<file path="src/rtl/lenet_pkg.sv">
// Shared definitions for the LeNet-5 sign-magnitude datapath.
// Data words: bit 15 = sign, bits 14:0 = magnitude; 0x8000 is treated as +0.
package lenet_pkg;

    localparam int          SM_W       = 16;
    localparam logic [14:0] SM_MAX_MAG = 15'h7FFF;

    typedef enum logic [1:0] {
        IDLE = 2'd0,
        ACC  = 2'd1,
        BIAS = 2'd2,
        OUT  = 2'd3
    } acc_state_t;

    // Fold negative zero onto positive zero.
    function automatic logic [SM_W-1:0] sm_norm(input logic [SM_W-1:0] v);
        sm_norm = (v[SM_W-2:0] == '0) ? '0 : v;
    endfunction

endpackage

</file>
<file path="src/rtl/conv_accum_sm_sat_add.sv">
// sm_sat_add: combinational saturating sign-magnitude adder.
// Operands are widened to 17-bit two's complement, summed, clamped to a
// magnitude of 0x7FFF and converted back. A zero result is always 0x0000.
module sm_sat_add
    import lenet_pkg::*;
(
    input  logic [SM_W-1:0] a,
    input  logic [SM_W-1:0] b,
    output logic [SM_W-1:0] o,
    output logic            sat
);

    logic signed [SM_W:0] w_a;
    logic signed [SM_W:0] w_b;
    logic signed [SM_W:0] w_sum;
    logic        [SM_W:0] w_mag;
    logic        [14:0]   w_o_mag;

    // Widen, add, clamp and return to sign-magnitude.
    always_comb begin
        w_a = a[SM_W-1] ? -$signed({2'b00, a[SM_W-2:0]}) : $signed({2'b00, a[SM_W-2:0]});
        w_b = b[SM_W-1] ? -$signed({2'b00, b[SM_W-2:0]}) : $signed({2'b00, b[SM_W-2:0]});
        // |a|+|b| <= 0xFFFE, so the 17-bit sum cannot wrap.
        w_sum = w_a + w_b;
        w_mag = w_sum[SM_W] ? $unsigned(-w_sum) : $unsigned(w_sum);
        sat   = (w_mag > {2'b00, SM_MAX_MAG});
        w_o_mag = sat ? SM_MAX_MAG : w_mag[14:0];
        if (w_o_mag == '0) begin
            o = '0;
        end else begin
            o = {w_sum[SM_W], w_o_mag};
        end
    end

endmodule

</file>
<file path="src/rtl/conv_accum.sv">
// conv_accum: windowed sign-magnitude accumulator with per-window bias,
// feeding one result per window to the pooling stage over valid/ready.
// Optional build macro: CONV_ACCUM_RELU_EN clamps negative post-bias results
// to zero in the BIAS step (ovf still reports negative-side saturation).
//
// state | meaning
// IDLE  | waiting for the first term of a window; loads acc, bias, cnt
// ACC   | adding further terms until in_last or N_TERMS terms seen
// BIAS  | one cycle: acc += bias (then optional ReLU)
// OUT   | result presented; held until out_ready
module conv_accum
    import lenet_pkg::*;
#(
    parameter int N_TERMS = 25
) (
    input  logic            clk,
    input  logic            rst_n,
    input  logic            in_valid,
    output logic            in_ready,
    input  logic [SM_W-1:0] in_data,
    input  logic            in_last,
    input  logic [SM_W-1:0] bias,
    output logic            out_valid,
    input  logic            out_ready,
    output logic [SM_W-1:0] out_data,
    output logic            ovf
);

    localparam int              CNT_W    = $clog2(N_TERMS + 1);
    localparam logic [CNT_W-1:0] CNT_LAST = CNT_W'(N_TERMS - 1);

    acc_state_t       r_state;
    acc_state_t       w_next;
    logic [SM_W-1:0]  r_acc;
    logic [SM_W-1:0]  r_bias_q;
    logic [CNT_W-1:0] r_cnt;
    logic             r_ovf;

    logic             w_rdy_st;
    logic             w_accept;
    logic [SM_W-1:0]  w_add_b;
    logic [SM_W-1:0]  w_add_o;
    logic             w_add_sat;
    logic [SM_W-1:0]  w_bias_res;

    // Single adder shared between term accumulation and the bias step.
    assign w_add_b = (r_state == BIAS) ? r_bias_q : in_data;

    sm_sat_add u_sat_add (
        .a   (r_acc),
        .b   (w_add_b),
        .o   (w_add_o),
        .sat (w_add_sat)
    );

`ifdef CONV_ACCUM_RELU_EN
    assign w_bias_res = w_add_o[SM_W-1] ? '0 : w_add_o;
`else
    assign w_bias_res = w_add_o;
`endif

    // State register.
    always_ff @(posedge clk or negedge rst_n) begin
        if (!rst_n) begin
            r_state <= IDLE;
        end else begin
            r_state <= w_next;
        end
    end

    // Next-state decode.
    always_comb begin
        w_next = r_state;
        case (r_state)
            IDLE: begin
                if (w_accept) begin
                    w_next = (in_last || (N_TERMS == 1)) ? BIAS : ACC;
                end
            end
            ACC: begin
                if (w_accept) begin
                    w_next = (in_last || (r_cnt == CNT_LAST)) ? BIAS : ACC;
                end
            end
            BIAS: w_next = OUT;
            OUT: begin
                if (out_ready) begin
                    w_next = IDLE;
                end
            end
            default: w_next = IDLE;
        endcase
    end

    // Handshake outputs decoded from state; in_ready is forced low during reset.
    always_comb begin
        w_rdy_st  = 1'b0;
        out_valid = 1'b0;
        case (r_state)
            IDLE:    w_rdy_st  = 1'b1;
            ACC:     w_rdy_st  = 1'b1;
            OUT:     out_valid = 1'b1;
            default: begin
                w_rdy_st  = 1'b0;
                out_valid = 1'b0;
            end
        endcase
    end

    assign in_ready = w_rdy_st & rst_n;
    assign w_accept = in_valid & in_ready;
    assign out_data = r_acc;
    assign ovf      = r_ovf;

    // Accumulator, bias capture, term counter and sticky saturation flag.
    always_ff @(posedge clk or negedge rst_n) begin
        if (!rst_n) begin
            r_acc    <= '0;
            r_bias_q <= '0;
            r_cnt    <= '0;
            r_ovf    <= 1'b0;
        end else begin
            case (r_state)
                IDLE: begin
                    if (w_accept) begin
                        r_acc    <= sm_norm(in_data);
                        r_bias_q <= bias;
                        r_cnt    <= CNT_W'(1);
                        r_ovf    <= 1'b0;
                    end
                end
                ACC: begin
                    if (w_accept) begin
                        r_acc <= w_add_o;
                        r_cnt <= r_cnt + CNT_W'(1);
                        r_ovf <= r_ovf | w_add_sat;
                    end
                end
                BIAS: begin
                    r_acc <= w_bias_res;
                    r_ovf <= r_ovf | w_add_sat;
                end
                default: begin
                    r_acc <= r_acc;
                end
            endcase
        end
    end

endmodule

</file>
<file path="config.mk">
export PLATFORM = sky130hd
export DESIGN_NAME = conv_accum
export DESIGN_NICKNAME = d
export VERILOG_FILES = /design/src/rtl/lenet_pkg.sv /design/src/rtl/conv_accum_sm_sat_add.sv /design/src/rtl/conv_accum.sv
export SDC_FILE = /design/constraint.sdc
export NUM_CORES = 1
export LEC_CHECK = 0
export CAP_MARGIN = 5
export CORE_MARGIN = 2
export CORE_UTILIZATION = 35
export DETAILED_ROUTE_END_ITERATION = 6
export MAX_ROUTING_LAYER = met4
export PLACE_DENSITY = 0.55
export SLEW_MARGIN = 20
export SYNTH_ARGS = -nofsm -noshare
export SYNTH_HDL_FRONTEND = slang
export SYNTH_HIERARCHICAL = 1
export SYNTH_SLANG_ARGS = --single-unit
</file>
<file path="constraint.sdc">
create_clock -name clk -period 8.2 [get_ports clk]
set_clock_uncertainty 0.1 [all_clocks]
set_input_delay 1.64 -clock clk [delete_from_list [all_inputs] [get_ports clk]]
set_output_delay 1.64 -clock clk [all_outputs]
set_load 0.005 [all_outputs]
</file>
### Yosys cells after proc, flatten, opt, wreduce, memory -nomap -nowiden

Index checks and enable logic that the tools add are counted.

* muxes and demuxes: 24
* bitwise logic cells: 3
* $mul: 0
* reduce and logical (&&, ||, !) cells: 11
* equality and inequality tests: 7
* divide/modulo/power cells: 0
* shifts and indexed selects: 0
* add/sub/neg operators: 5
* $lt $le $gt $ge: 1

Operator list (number)
* 2-to-1 mux 16 bit: 5
* 2-to-1 mux 17 bit: 3
* one-hot mux 16 bit (3 select lines): 1
* negation 15 -> 17 bit: 2
* logical NOT 15 bit: 2
* adder 17 bit: 1
* greater-than comparator 17 x 15 -> 1 bit, second input constant: 1
* negation 17 bit: 1
* 2-to-1 mux 15 bit: 1
* 2-to-1 mux 2 bit: 5
* 2-to-1 mux 5 bit: 2
* one-hot mux 5 bit (2 select lines): 1
* AND reduction 3 bit: 3
* one-hot mux 2 bit (4 select lines): 1
* inequality test 2 bit, second input constant: 3
* adder 5 x 1 -> 5 bit, second input constant: 1
* equality test 5 bit, second input constant: 1
* equality test 2 bit, second input constant: 2
* 2-to-1 mux 1 bit: 4
* one-hot mux 1 bit (3 select lines): 1
* nonzero test 3 bit: 1
* AND 1 bit: 2
* equality test 2 x 1 -> 1 bit, second input constant: 1
* logical NOT 2 bit: 1
* other kinds (5): 5

* memories: 0
* memory bits (read-only): 0
* RAM bits: 0
* bits in latches: 0
* output and inout bits: 19
* input bits: 37
* logic and storage cells: 56
* flip-flop bits (word level): 40

### Longest topological paths before layout

Gate-level depths: netlist of the first run.

* word-level depth: 13
* mapped depth: 24
* mapped depth without buffers: 21

### By module

The synthesis of the first run kept the hierarchy.

By module, submodules not included
* sm_sat_add: sequential area each 0.0 um^2, cells an instance 335, area each 2314.7 um^2, times used 1
* conv_accum: sequential area each 1001.0 um^2, cells an instance 185, area each 2243.4 um^2, times used 1

### Worst setup path before layout of the first run

OpenSTA, ideal clock, no wires.

* path type: input -> register
* start: input in_data[6]
* end: register r_acc[5] (netlist: out_data[5])
* arrival time: 6.022 ns
* cell stages on the path: 20
* slack: 1.955 ns
* path buffers: 2
* data required time: 7.977 ns
* cell sequence: mux2_2 -> or4_4 -> or3_4 -> or3_1 -> o31ai_1 -> xnor2_1 -> ha_1 -> clkbuf_1 -> nor3b_1 -> a21oi_1 -> o311ai_0 -> a311oi_1 -> o31ai_1 -> nor4_1 -> a21oi_1 -> mux2i_4 -> buf_2 -> nand2_1 -> mux2i_1 -> a21oi_2

* word-level cells in the longest chain between the ends: 12

RTL lines
* from (decl): RTL line conv_accum.sv:20 `input logic [SM_W-1:0] in_data,`
* 2-to-1 mux 16 bit *: RTL line conv_accum.sv:47 `assign w_add_b = (r_state == BIAS) ? r_bias_q : in_data;`
* negation 15 -> 17 bit: RTL line conv_accum_sm_sat_add.sv:22 `w_b = b[SM_W-1] ? -$signed({2'b00, b[SM_W-2:0]}) : $signed({2'b00, b[SM_W-2:0]});`
* 2-to-1 mux 17 bit *: RTL line conv_accum_sm_sat_add.sv:22
* adder 17 bit *: RTL line conv_accum_sm_sat_add.sv:24 `w_sum = w_a + w_b;`
* negation 17 bit: RTL line conv_accum_sm_sat_add.sv:25 `w_mag = w_sum[SM_W] ? $unsigned(-w_sum) : $unsigned(w_sum);`
* 2-to-1 mux 17 bit *: RTL line conv_accum_sm_sat_add.sv:25
* greater-than comparator 17 x 15 -> 1 bit: RTL line conv_accum_sm_sat_add.sv:26 `sat = (w_mag > {2'b00, SM_MAX_MAG});`
* 2-to-1 mux 15 bit *: RTL line conv_accum_sm_sat_add.sv:27 `w_o_mag = sat ? SM_MAX_MAG : w_mag[14:0];`
* logical NOT 15 bit: RTL line conv_accum_sm_sat_add.sv:28 `if (w_o_mag == '0) begin`
* 2-to-1 mux 16 bit *: RTL line conv_accum_sm_sat_add.sv:28
* net w_add_o[5]: RTL line conv_accum.sv:42 `logic [SM_W-1:0] w_add_o;`
* 2-to-1 mux 16 bit: RTL line conv_accum.sv:133 `if (w_accept) begin`
* one-hot mux 16 bit (3 select lines) *: RTL line conv_accum.sv:123 `case (r_state)`
* to (signal assigned): RTL line conv_accum.sv:126 `r_acc <= sm_norm(in_data);`
* to (signal assigned): RTL line conv_accum.sv:134 `r_acc <= w_add_o;`
* to (signal assigned): RTL line conv_accum.sv:140 `r_acc <= w_bias_res;`
* to (decl): RTL line conv_accum.sv:34 `logic [SM_W-1:0] r_acc;`

The timed path passes the listed nets; every way through them passes the cells marked *. The select of a mux whose other input is x is not followed.
A chain may end at the register's enable or synchronous reset.

### Final worst setup path of the first run

* start: input in_data[6]
* end: register r_acc[2] (netlist: out_data[2])

* word-level cells in the longest chain between the ends: 12

RTL lines
* 2-to-1 mux 16 bit *: RTL line conv_accum.sv:47
* net w_add_b[6]: RTL line conv_accum.sv:41 `logic [SM_W-1:0] w_add_b;`
* negation 15 -> 17 bit: RTL line conv_accum_sm_sat_add.sv:22
* 2-to-1 mux 17 bit *: RTL line conv_accum_sm_sat_add.sv:22
* adder 17 bit *: RTL line conv_accum_sm_sat_add.sv:24
* negation 17 bit: RTL line conv_accum_sm_sat_add.sv:25
* 2-to-1 mux 17 bit *: RTL line conv_accum_sm_sat_add.sv:25
* greater-than comparator 17 x 15 -> 1 bit: RTL line conv_accum_sm_sat_add.sv:26
* 2-to-1 mux 15 bit *: RTL line conv_accum_sm_sat_add.sv:27
* logical NOT 15 bit: RTL line conv_accum_sm_sat_add.sv:28
* 2-to-1 mux 16 bit *: RTL line conv_accum_sm_sat_add.sv:28
* net w_add_o[2]: RTL line conv_accum.sv:42
* 2-to-1 mux 16 bit: RTL line conv_accum.sv:133
* one-hot mux 16 bit (3 select lines) *: RTL line conv_accum.sv:123

Marks and branches as above.

==> results of run 1 <==
cells in the mapped netlist (15+ instances only):
cell	number	area (um^2)
nand2_1	45	168.9
xnor2_1	42	367.9
dfrtp_1	40	1001
a21oi_1	28	140.1
ha_1	26	325.3
nor2_1	26	97.59
mux2_2	25	281.5
o21ai_0	23	115.1
inv_1	20	75.07
mux2i_1	17	170.2
nand3_1	16	80.08
clkbuf_1	15	56.30
o31ai_1	15	112.6
sequential cells by signal (all words and copies together) (netlist names):
name	count
out_data	16
ovf	1
r_bias_q	16
r_cnt	5
r_state	2
metrics by stage:
stage          setup slack, ns  instance area [um^2]  utilization  hold slack [ns]  instances
3_5_place_dp            0.5993                  5210       0.4112           0.3901        725
3_3_place_gp            0.7344                  5210       0.4112           0.3902        725
4_1_cts                 0.8869                  5348       0.4220           0.4069        732
5_1_grt                 0.4343                  5368       0.4236           0.4327        733
2_1_floorplan            1.955                  4558            -           0.3736        520
6_report                0.8323                  5368       0.4236           0.4067        733
cell families after synthesis:
family          after synthesis  synth area share
xor+xnor                     56            0.1109
flops                        40            0.2196
buf+inv                      46           0.04694
compound gates              139            0.2256
mux                          54            0.1419
simple gates                158            0.1792
fa+ha+maj                    27           0.07576
routing by layer:
metal,GRT usage,share of wire
met1,0.2499,0.48
met2,0.3027,0.45
met3,0.02810,0.041
met4,0.07154,0.029
met5,-,0
critical path: cells and delay by family:
family	cells	cell delay, ns
XOR/XNOR	2	0.35
adder cells (fa/ha/maj)	1	0.22
buffers and inverters	1	0.45
AO/OA/AOI/OAI	5	1.47
AND/OR/NAND/NOR	7	2.21
multiplexers	3	1.10
layout make-up:
cell class / count / share of cell area
well taps: 172 / 0.04009
multi-input cells: 434 / 0.6228
clock buffers: 5 / 0.02331
inverters: 20 / 0.01399
flip-flops and latches: 40 / 0.1865
clock inverters: 2 / 0.002331
repair buffers: 60 / 0.1110
worst max-delay path by stage:
stage	start	endpoint	slack, ns	cells after the start
6_report	in_data[6]	out_data[2]$_DFFE_PN0P_	0.83	19
5_1_grt	in_data[6]	out_data[2]$_DFFE_PN0P_	0.43	19
4_1_cts	in_data[6]	out_data[2]$_DFFE_PN0P_	0.89	19
3_5_place_dp	in_data[6]	out_data[2]$_DFFE_PN0P_	0.60	19
3_3_place_gp	in_data[6]	out_data[15]$_DFFE_PN0P_	0.73	19
2_1_floorplan	in_data[6]	out_data[5]$_DFFE_PN0P_	1.96	20
==> metrics.cfg, run 1 <==
[status]
status = complete, no violations

[flow_run]
drv_cap = 0

[clock_network]
postCtsHoldBufs = 0
cts_sinks = 40
cts.clk_slew.worst_paths_ns = 0.06
numCtsBuffers = 5
cts_tree = built
post_cts_buffers = 0
cts-root-buf = clkbuf_16
clockBufferDepth = 2
htree_levels = 2
worstSkewPairLatency_ns = 0.29
cts_resized = 0

[logic_synthesis]
synthCells = 520
synth_enable_flop_cells = 0
syn_area_um2 = 4558
seq_area_frac_synth = 0.2196
synth_cell_types = 73
syn_avg_cell_area_um2 = 8.766
ys_ff_latch = 40
synthFlopType = dfrtp_1
syn_nets = 584
synth-async-reset-ratio = 1.000
ys_warn_count = 6

[worst_hold_path]
whs_endpoint = r_bias_q[3]$_DFFE_PN0P_
worstHoldPathType = flip-flop to flip-flop
min_from = r_bias_q[3]$_DFFE_PN0P_
hold_depth = 1

[timing]
hold_violations = 0
rsz0062_at_grt = false
slew_headroom = 0.3446
report.final.slew_viol_count = 0
max_clock_freq_ghz = 0.1357
worstMarginPinSlew_ns = 0.9831
fin_setup_tns_ns = 0
setup_viol = 0
period_share = 0.8985
finalCriticalPeriod_ns = 7.368

[final_layout]
fin_nets = 625
multi_input_area_um2 = 3343
syn2layout_area_growth_pct = 17.76
antenna_cells = 0
final_cell_mix = clkdlybuf4s50_1 (54), nand2_1 (45), xnor2_1 (42)
nFillCells = 1289
final_common_cell = clkdlybuf4s50_1
ff_latch_area_um2 = 1001
drive_gt1_frac = 0.1658

[worst_setup_path]
crit_arrival_ns = 7.43
r2r_slack_ns = 1.21
r2r_start = r_state[0]$_DFFE_PN0P_
worstRegToRegCells = 20
cp_slowest_stage_delay_ns = 0.70
cp_cell_sequence = clkdlybuf4s50_1, mux2_2, or4_4, or3_4, or3_1, nand2_1, xnor2_1, ha_1, a2111oi_0, o2111ai_1, nand3_1, xor2_1, nand2_1, nor4_1, a21oi_1, mux2i_4, o21ai_0, mux2i_1, a21oi_2
crit_path_top_delay_cell = a2111oi_0
required_ns = 8.26
end_kind = flip-flop
crit_top_cell = nand2_1
startpoint_type = primary input
crit_type = primary input to flip-flop
cp_max_fo = 17
r2r-end = out_data[2]$_DFFE_PN0P_

[placed_design]
place_congestion = 0.8906
hpwl_um = 10020
portBuffers = 55

[global_route]
grt_max_degree = 44
grt.overflow.total = 0
grt_pass1_vias = 4029
antenna_found_initial = 0
track_usage = 0.1922
grt_pass1_wl_um = 21070

[route]
num_vias = 4089
routed_wl_um = 12890
drtPass1Iterations = 5
post-route-drc-count = 0
drtIter0Drc = 232
wire_per_inst_um = 17.58
antenna_left = 0
viasPerCell = 5.578

[die]
dieArea_um2 = 13950
die_x_um = 118.1
core_um2 = 12670
start_util = 0.3597
io-pin-count = 56
die_h_um = 118.1
placementRows = 41

Power of run 1 is left out: the tool's default activity adds up to more than one toggle a clock period on the data nets, which glitch-free logic cannot reach.
==> run 2, diff against run 1 <==
Settings changed: DONT_BUFFER_PORTS set to 1, PLACE_DENSITY 0.55 to 0.5, SLEW_MARGIN 20 to not set.
Clock period 8.2 ns to 7.15 ns, I/O delays scaled along.
==> metrics.cfg, run 2 (synthesized netlist as in run 1, its figures left out) <==
[status]
status = complete, no violations

[final_layout]
drive_gt1_frac = 0.1834  ; +0.01766
final_common_cell = nand2_1
final_cell_mix = nand2_1 (45), xnor2_1 (42), dfrtp_1 (40)
fin_nets = 570  ; -8.8%
nFillCells = 1317  ; +2.2%
ff_latch_area_um2 = 1001  ; unchanged
multi_input_area_um2 = 3344  ; about the same
syn2layout_area_growth_pct = 6.204
antenna_cells = 0  ; unchanged

[route]
viasPerCell = 5.567  ; -0.20%
wire_per_inst_um = 18.89  ; +7.5%
antenna_left = 0  ; unchanged
drtPass1Iterations = 4  ; -1
routed_wl_um = 12830  ; -0.43%
num_vias = 3780  ; -7.6%
drtIter0Drc = 197  ; -15%
post-route-drc-count = 0  ; unchanged

[timing]
setup_viol = 0  ; unchanged
report.final.slew_viol_count = 0  ; unchanged
fin_setup_tns_ns = 0  ; unchanged
max_clock_freq_ghz = 0.1518
rsz0062_at_grt = false
period_share = 0.9215
hold_violations = 0  ; unchanged
slew_headroom = 0.2779  ; -0.06664
finalCriticalPeriod_ns = 6.589
worstMarginPinSlew_ns = 1.083  ; +0.09996 ns

[global_route]
grt_pass1_vias = 3831  ; -4.9%
antenna_found_initial = 0  ; unchanged
grt_pass1_wl_um = 20980  ; -0.42%
grt_max_degree = 44  ; unchanged
track_usage = 0.1935  ; +0.001269
grt.overflow.total = 0  ; unchanged

[die]
dieArea_um2 = 13950  ; unchanged
io-pin-count = 56  ; unchanged
start_util = 0.3597  ; unchanged
placementRows = 41  ; unchanged
die_h_um = 118.1  ; unchanged
die_x_um = 118.1  ; unchanged
core_um2 = 12670  ; unchanged

[worst_hold_path]
worstHoldPathType = flip-flop to flip-flop

[clock_network]
cts.clk_slew.worst_paths_ns = 0.07  ; about the same
cts_tree = built
htree_levels = 2  ; unchanged
post_cts_buffers = 0  ; unchanged
numCtsBuffers = 5  ; unchanged
worstSkewPairLatency_ns = 0.29  ; about the same
clockBufferDepth = 2  ; unchanged
cts_sinks = 40  ; unchanged
cts-root-buf = clkbuf_16

[worst_setup_path]
cp_cell_sequence = inv_1, ha_1, mux2_2, or4_4, or3_4, or3_1, nand2_1, xnor2_1, ha_1, a2111oi_1, a21bo_2, a311o_1, xnor2_1, buf_4, or2_2, mux2i_4, o21ai_0, mux2i_1, a21oi_2
r2r_slack_ns = 0.56  ; -0.65 ns
crit_path_top_delay_cell = a2111oi_1
end_kind = flip-flop
startpoint_type = flip-flop
cp_slowest_stage_delay_ns = 0.58  ; -0.12 ns
crit_arrival_ns = 6.65  ; -0.78 ns
cp_max_fo = 17  ; unchanged
required_ns = 7.21  ; -1.05 ns
crit_type = flip-flop to flip-flop

[placed_design]
hpwl_um = 10070  ; +0.51%
place_congestion = 0.8407  ; -5.6%
portBuffers = 0  ; -100%

[flow_run]
drv_cap = 0  ; unchanged

## run 2: cell types whose count changed in the layout (fill, tap and decap cells not counted), sizes merged
cell           previous run  this run
buf                       6         5
clkdlybuf4s50            54         0
bufinv                    0         1
## run 2: repair_timing
action                     CTS  global route
setup endpoints to repair    0             8
gates resized for setup      0             1
hold buffers                 0             0
## run 2: cell type report
cell class / instances / share of cell area
Clock buffer: 5 / 0.02585
Clock inverter: 3 / 0.008788
Inverter: 20 / 0.01551
Multi-Input combinational cell: 434 / 0.6909
Sequential cell: 40 / 0.2068
Tap cell: 172 / 0.04446
Timing Repair Buffer: 5 / 0.007754
## run 2: worst paths after layout
kind                                    startpoint  cells past startpoint                  endpoint
min in group asynchronous                    rst_n                      0           ovf$_DFFE_PN0P_
min reg2reg                r_bias_q[2]$_DFFE_PN0P_                      1   r_bias_q[2]$_DFFE_PN0P_
max in group asynchronous                    rst_n                      0  r_bias_q[13]$_DFFE_PN0P_
max                         r_state[0]$_DFFE_PN0P_                     19   out_data[2]$_DFFE_PN0P_
max reg2reg                 r_state[0]$_DFFE_PN0P_                     19   out_data[2]$_DFFE_PN0P_
min                        r_bias_q[2]$_DFFE_PN0P_                      1   r_bias_q[2]$_DFFE_PN0P_
## run 2: per-layer routing
layer	routed length (um)	track usage	vias to the layer above
li1	-	-	1870
met1	6066	0.2563	1829
met2	6026	0.3125	77
met3	679	0.04021	4
met4	57	0.02485	0
met5	0	-	-
## run 2: through the flow
stage | util | hold WS, ns | area [um^2] | std cells | setup slack [ns]
6_report | 0.3820 | 0.4077 | 4841 | 679 | 0.5613
5_1_grt | 0.3820 | 0.4293 | 4841 | 679 | 0.07080
4_1_cts | 0.3819 | 0.4090 | 4840 | 679 | 0.4650
3_5_place_dp | 0.3687 | 0.3900 | 4672 | 671 | 0.2795
3_3_place_gp | 0.3687 | 0.3902 | 4672 | 671 | 0.3397
2_1_floorplan | - | 0.3736 | 4558 | 520 | 1.115
## run 2: critical path: cells and delay by family (launching register included)
family	cells	cell delay, ns
xor+xnor	2	0.32
fa+ha+maj	2	0.71
mux	3	1.20
flops	1	0.45
compound gates	5	1.59
buf+inv	2	0.37
simple gates	5	1.72
Power of run 2 is left out for the same reason.
